==> src/rtl/alu_op_issuer.sv <==
`default_nettype none
// ============================================================================
// Module  : alu_op_issuer
// Brief   : Decodes opcode/funct into ALU control. Holds multi-cycle
//           mul/div ops before issuing them over a valid/ready handshake.
// Revision: 1.0 - initial release
// ============================================================================
module alu_op_issuer #(
    parameter int MUL_CYCLES = 2,
    parameter int DIV_CYCLES = 8
) (
    input  logic       clk,
    input  logic       rst_n,
    input  logic       in_valid,
    output logic       in_ready,
    input  logic [5:0] opcode,
    input  logic [5:0] funct,
    output logic       out_valid,
    input  logic       out_ready,
    output logic [5:0] alu_control,
    output logic       alu_src_imm,
    output logic       illegal
);

    localparam logic [3:0] c_mul_cycles = 4'(MUL_CYCLES);
    localparam logic [3:0] c_div_cycles = 4'(DIV_CYCLES);

    typedef enum logic [1:0] {
        ST_IDLE = 2'd0,
        ST_WAIT = 2'd1,
        ST_HOLD = 2'd2
    } state_t;

    state_t     r_state;
    state_t     w_state_nxt;
    logic [3:0] r_cnt;
    logic [3:0] w_cnt_nxt;
    logic [5:0] r_ctrl;
    logic       r_imm;
    logic       r_ill;
    logic [5:0] w_dec_ctrl;
    logic       w_dec_imm;
    logic       w_dec_ill;
    logic       w_dec_div;
    logic       w_dec_mul;
    logic       w_accept;

    // Acceptance depends only on state and out_ready, never on in_valid.
    assign in_ready    = (r_state == ST_IDLE) || ((r_state == ST_HOLD) && out_ready);
    assign w_accept    = in_valid && in_ready;
    assign out_valid   = (r_state == ST_HOLD);
    assign alu_control = r_ctrl;
    assign alu_src_imm = r_imm;
    assign illegal     = r_ill;

    always_comb begin
        w_dec_ctrl = 6'b000000;
        w_dec_imm  = 1'b0;
        w_dec_ill  = 1'b0;
        w_dec_div  = 1'b0;
        w_dec_mul  = 1'b0;
        case (opcode)
            6'h00: begin
                case (funct)
                    6'h20: w_dec_ctrl = 6'b000000;
                    6'h24: w_dec_ctrl = 6'b000001;
                    6'h1A: begin w_dec_ctrl = 6'b000010; w_dec_div = 1'b1; end
                    6'h18: begin w_dec_ctrl = 6'b000011; w_dec_mul = 1'b1; end
                    6'h22: w_dec_ctrl = 6'b000100;
                    6'h25: w_dec_ctrl = 6'b000101;
                    6'h27: w_dec_ctrl = 6'b000110;
                    6'h26: w_dec_ctrl = 6'b000111;
                    6'h2A: w_dec_ctrl = 6'b001000;
                    default: w_dec_ill = 1'b1;
                endcase
            end
            6'h08: begin w_dec_ctrl = 6'b000000; w_dec_imm = 1'b1; end
            6'h0C: begin w_dec_ctrl = 6'b000001; w_dec_imm = 1'b1; end
            6'h0D: begin w_dec_ctrl = 6'b000101; w_dec_imm = 1'b1; end
            6'h0E: begin w_dec_ctrl = 6'b000111; w_dec_imm = 1'b1; end
            6'h0A: begin w_dec_ctrl = 6'b001000; w_dec_imm = 1'b1; end
            6'h23: begin w_dec_ctrl = 6'b000000; w_dec_imm = 1'b1; end
            6'h2B: begin w_dec_ctrl = 6'b000000; w_dec_imm = 1'b1; end
            6'h04: w_dec_ctrl = 6'b000100;
            default: w_dec_ill = 1'b1;
        endcase
    end

    always_comb begin
        w_state_nxt = r_state;
        w_cnt_nxt   = r_cnt;
        case (r_state)
            ST_IDLE, ST_HOLD: begin
                if (w_accept) begin
                    if (w_dec_div && (c_div_cycles != 4'd0)) begin
                        w_state_nxt = ST_WAIT;
                        w_cnt_nxt   = c_div_cycles;
                    end else if (w_dec_mul && (c_mul_cycles != 4'd0)) begin
                        w_state_nxt = ST_WAIT;
                        w_cnt_nxt   = c_mul_cycles;
                    end else begin
                        w_state_nxt = ST_HOLD;
                        w_cnt_nxt   = 4'd0;
                    end
                end else if ((r_state == ST_HOLD) && out_ready) begin
                    w_state_nxt = ST_IDLE;
                end
            end
            ST_WAIT: begin
                if (r_cnt <= 4'd1) begin
                    w_state_nxt = ST_HOLD;
                    w_cnt_nxt   = 4'd0;
                end else begin
                    w_cnt_nxt = r_cnt - 4'd1;
                end
            end
            default: begin
                w_state_nxt = ST_IDLE;
                w_cnt_nxt   = 4'd0;
            end
        endcase
    end

    always_ff @(posedge clk or negedge rst_n) begin
        if (!rst_n) begin
            r_state <= ST_IDLE;
            r_cnt   <= 4'd0;
            r_ctrl  <= 6'b000000;
            r_imm   <= 1'b0;
            r_ill   <= 1'b0;
        end else begin
            r_state <= w_state_nxt;
            r_cnt   <= w_cnt_nxt;
            if (w_accept) begin
                r_ctrl <= w_dec_ctrl;
                r_imm  <= w_dec_imm;
                r_ill  <= w_dec_ill;
            end
        end
    end

endmodule
`default_nettype wire

==> config.mk <==
export PLATFORM = sky130hd
export DESIGN_NAME = alu_op_issuer
export DESIGN_NICKNAME = d
export VERILOG_FILES = /design/src/rtl/alu_op_issuer.sv
export SDC_FILE = /design/constraint.sdc
export NUM_CORES = 1
export LEC_CHECK = 0
export ABC_AREA = 0
export CORE_MARGIN = 2
export CORE_UTILIZATION = 50
export CTS_BUF_LIST = sky130_fd_sc_hd__clkbuf_8 sky130_fd_sc_hd__clkbuf_16
export DETAILED_ROUTE_END_ITERATION = 12
export PLACE_DENSITY_LB_ADDON = 0.2
export SLEW_MARGIN = 10
export SYNTH_ARGS = -nofsm -noshare
export SYNTH_HDL_FRONTEND = slang
export SYNTH_SLANG_ARGS = --single-unit
==> constraint.sdc <==
create_clock -name clk -period 3 [get_ports clk]
set_input_delay 0.6 -clock clk [delete_from_list [all_inputs] [get_ports clk]]
set_output_delay 0.6 -clock clk [all_outputs]
set_load 0.05 [all_outputs]
After elaboration in Yosys (flattened, before gate mapping)
Cells that the tools add are included.

cells by class
  add/subtract/negate cells = 1
  magnitude comparators = 1
  equal/unequal tests = 22
  multiplexer cells = 20
  reductions and logical operators = 10

operators by type and width
  operator               number
  $eq A6 B6 Y1 const B   9
  $pmux W4 S8            1
  $eq A6 B4 Y1 const B   5
  $pmux W4 S6            1
  $eq A6 B5 Y1 const B   2
  $mux W2                6
  $mux W4                3
  $reduce_or A9 Y1       1
  $pmux W4 S2            1
  $reduce_or A8 Y1       1
  $reduce_or A7 Y1       1
  $eq A6 B3 Y1 const B   1
  $logic_not A6 Y1       1
  $mux W1                6
  $le A4 B1 Y1 const B   1
  $ne A2 B2 Y1 const B   2
  $pmux W2 S2            1
  $sub A4 B1 Y4 const B  1
  $ne A3 B3 Y1 const B   1
  $eq A2 B1 Y1 const B   1
  $eq A2 B2 Y1 const B   1
  $logic_and A1 B1 Y1    2
  $logic_not A2 Y1       1
  $pmux W1 S2            1
  3 further kinds        3

word-level totals
  register bits after elaboration = 14
  input port bits = 16
  output and inout bits = 10
  word-level logic and storage cells = 59

Longest topological paths before layout
  word-level depth = 7
  depth in mapped cells = 6
  depth with buffers taken out = 6

Worst setup path after synthesis
No wires, ideal clock.

  path kind = in2out
  from = in out_ready
  to = out in_ready
  arrival time = 1148 ps
  required time = 2400 ps
  setup slack = 1252 ps
  cell stages on the path = 2
  path buffers = 0
  cell sequence = nand2b_1 and2_1

on the way
  cells in the longest elaborated chain, start to end = 2

ends and longest elaborated chain
  what                 line  text
  from (decl)          19    input logic out_ready,
  $logic_and A1 B1 Y1  49    assign in_ready = (r_state == ST_IDLE) || ((r_state == ST_HOLD) && out_ready);
  $logic_or A1 B1 Y1   49
  to (decl)            15    output logic in_ready,

Every way passes these cells.

Final worst setup path
  from = reg r_state[0]
  to = out out_valid

on the way
  cells in the longest elaborated chain, start to end = 1

ends and longest elaborated chain
  what                    line  text
  from (decl)             34    state_t r_state;
  from (signal assigned)  132   r_state <= w_state_nxt;
  $eq A2 B2 Y1            51    assign out_valid = (r_state == ST_HOLD);
  to (decl)               18    output logic out_valid,

Every way passes these cells.

==> impl_metrics.env <==
export IMPL_synth_ff_type="dfrtp_1"
export IMPL_fin_skew_ps=3.289
export IMPL_place_hpwl_mm=1.603
export IMPL_grt_pass1_vias=783
export IMPL_crit_slowest_cell="clkdlybuf4s50_1"
export IMPL_cp_max_fo=7
export IMPL_ys_ff_latch=12
export IMPL_avgViaCountPerCell=5.933
export IMPL_fin_crit_sh_pct=75.31
export IMPL_wl_per_cell_um=14.37
export IMPL_min_path_cells=2
export IMPL_setup_viol=0
export IMPL_vias=884
export IMPL_gp_congestion=0.8006
export IMPL_start_util_pct=53.12
export IMPL_power_density_nw_per_um2=391.2
export IMPL_cts_resized=0
export IMPL_cts_buffer_depth=2
export IMPL_layout_setup_ws_ps=740.8
export IMPL_synthToLayoutAreaGrowth_pct=29.06
export IMPL_tritoncts="yes"
export IMPL_tns_ps=0
export IMPL_synthTopCellsByArea="dfrtp_1 (33%), o21ai_0 (4.4%), buf_4 (3.3%), inv_1 (2.9%), o311ai_4 (2.9%)"
export IMPL_syn_inst=103
export IMPL_tightest_slew_ps=552.1
export IMPL_io_buffers=23
export IMPL_synth_edf_count=0
export IMPL_diodes=0
export IMPL_fin_area_sq_um=1184
export IMPL_power_leakage_nw=0.4680
export IMPL_h_tree_depth=1
export IMPL_nNetsFinal=143
export IMPL_worstHoldStart="alu_src_imm"
export IMPL_synth_area_leader_cell="dfrtp_1"
export IMPL_finalHoldViolCount=0
export IMPL_cts_sinks=12
export IMPL_rows=15
export IMPL_drive_gt1_share_pct=8.065
export IMPL_first_pass_iters=4
export IMPL_crit_arrival_ps=1660
export IMPL_reg2reg_depth=6
export IMPL_grt_overflow_total=0
export IMPL_fmax_ghz=0.4426
export IMPL_grt_max_degree=13
export IMPL_async_flop_share_pct=100.0
export IMPL_hold_class="register to register"
export IMPL_place_area_sq_um=1129
export IMPL_cp_required_ps=2400
export IMPL_fin_crit_ps=2259
export IMPL_slowest_delay_ps=810
export IMPL_status="completed"
export IMPL_drt_first_iter_violations=13
export IMPL_maxCapViolCount=0
export IMPL_clkLatencyLatePin_ps=250
export IMPL_drc=0
export IMPL_cts_clk_slew_worst_paths_ps=50
export IMPL_regToRegStartpoint="r_cnt[0]"
export IMPL_grt_pass1_wl_mm=3.249
export IMPL_synth_top_area_share_pct=32.74
export IMPL_drt_wl_total_mm=2.141
export IMPL_drv_slew=0
export IMPL_cts_made_buffers=3
export IMPL_yosysWarnings=0
export IMPL_root_buffer="clkbuf_8"
export IMPL_die_area_sq_um=2193
export IMPL_ant_nets=0
export IMPL_min_to="alu_src_imm"
export IMPL_core_sq_um=1727
export IMPL_endpoint_kind="primary output"
export IMPL_pre_cts_ws_ps=633.2
export IMPL_crit_chain="nor2_1 -> clkdlybuf4s50_1"
export IMPL_ys_types=47
export IMPL_grt_total_usage_pct=21.55
export IMPL_syn_area_per_cell_sq_um=8.904
export IMPL_rsz0062_at_grt="no"
export IMPL_netlist_area_sq_um=917.1
export IMPL_timing_slew_headroom_pct=63.08
export IMPL_cp_start_kind="register"
export IMPL_vdd_ir_drop_max_v=0.0003056
export IMPL_ioPinCount=26
export IMPL_grt_antenna_before_repair=0
export IMPL_path_class="register to primary output"
export IMPL_hold_buffers=0
export IMPL_die_h_um=46.83
export IMPL_die_x_um=46.83
export IMPL_post_cts_buffers=0
export IMPL_yosysSeqAreaShare_pct=32.74
export IMPL_reg2reg_to="r_cnt[3]"
export IMPL_reg2reg_slack_ps=1340
stage by stage:
stage               total power [mW]  cells  hold slack [ps]  utilization (%)
floorplan                     0.2406    104            304.4                -
CTS                           0.4614    149            485.5            68.55
finish                        0.4630    149            486.4            68.55
detailed placement            0.2831    145            473.7            65.36
global placement              0.2818    145            470.1            65.36
global route                  0.4784    149            515.0            68.55
worst max-delay path, delay by kind of cell, from the launching register on:
kind	cells	cell delay, ps
DFF	1	470
and+or+nand+nor	1	130
buffers and inverters	1	810
cell families after synthesis:
family                   after synthesis  share of synthesized area (%)
AND/OR/NAND/NOR                       38                          25.24
AO/OA/AOI/OAI                         32                          26.88
buffers and inverters                 15                          8.868
flip-flops                            12                          32.74
adder cells (fa/ha/maj)                2                          2.728
multiplexers                           2                          2.183
other                                  1                         0.4089
XOR/XNOR                               1                         0.9552
synthesized netlist by cell type (3+ instances only):
| cell type | n |
|---|---|
| inv_1 | 7 |
| nand3_1 | 4 |
| o21ai_0 | 8 |
| buf_4 | 4 |
| nor3b_1 | 3 |
| nand2_1 | 5 |
| dfrtp_1 | 12 |
| nor2_1 | 5 |
| nor3_1 | 4 |
sequential cells by signal (all words and copies together) (netlist names):
register / count
alu_control: 4
alu_src_imm: 1
r_state: 2
r_cnt: 4
illegal: 1
report_power, final:
part | switching, mW | total (mW) | internal (mW)
clock | 0.0652 | 0.182 | 0.116
combinational | 0.0678 | 0.112 | 0.0439
sequential | 0.00292 | 0.170 | 0.167
how the worst max path moves through the flow:
| stage | from | to | slack [ps] | depth (start not counted) |
|---|---|---|---|---|
| 2_1_floorplan | out_ready | in_ready | 1250 | 2 |
| 3_3_place_gp | opcode[1] | illegal | 750 | 5 |
| 3_5_place_dp | opcode[1] | illegal | 630 | 5 |
| 4_1_cts | r_state[0] | out_valid | 740 | 2 |
| 5_1_grt | opcode[1] | illegal | 640 | 5 |
| 6_report | r_state[0] | out_valid | 740 | 2 |
routing by layer:
layer	vias to the layer above	wire, um	track usage (%)
met5	-	0	0
met2	34	1056	37.53
met4	0	59	11.67
met1	409	900	23.70
met3	7	125	5.769
li1	434	-	-
area by class of cell:
cell class              count  area [sq um]
fillers                   147         543.0
clock buffers               4         55.05
multi-input cells          77         539.3
inverters                   8         30.03
repair buffers             23         227.7
well taps                  25         31.28
flip-flops and latches     12         300.3
cells in the final DEF (no fill, tap or decap), drive strengths merged, types with 3 or more instances in the layout:
cell type	count
o21ai	8
nor3b	3
nand2	5
nor3	5
dfrtp	12
clkbuf	4
nand3b	3
nand3	4
clkdlybuf4s50	22
inv	8
nor2	5
No activity file was read; power rests on OpenSTA's default activity.
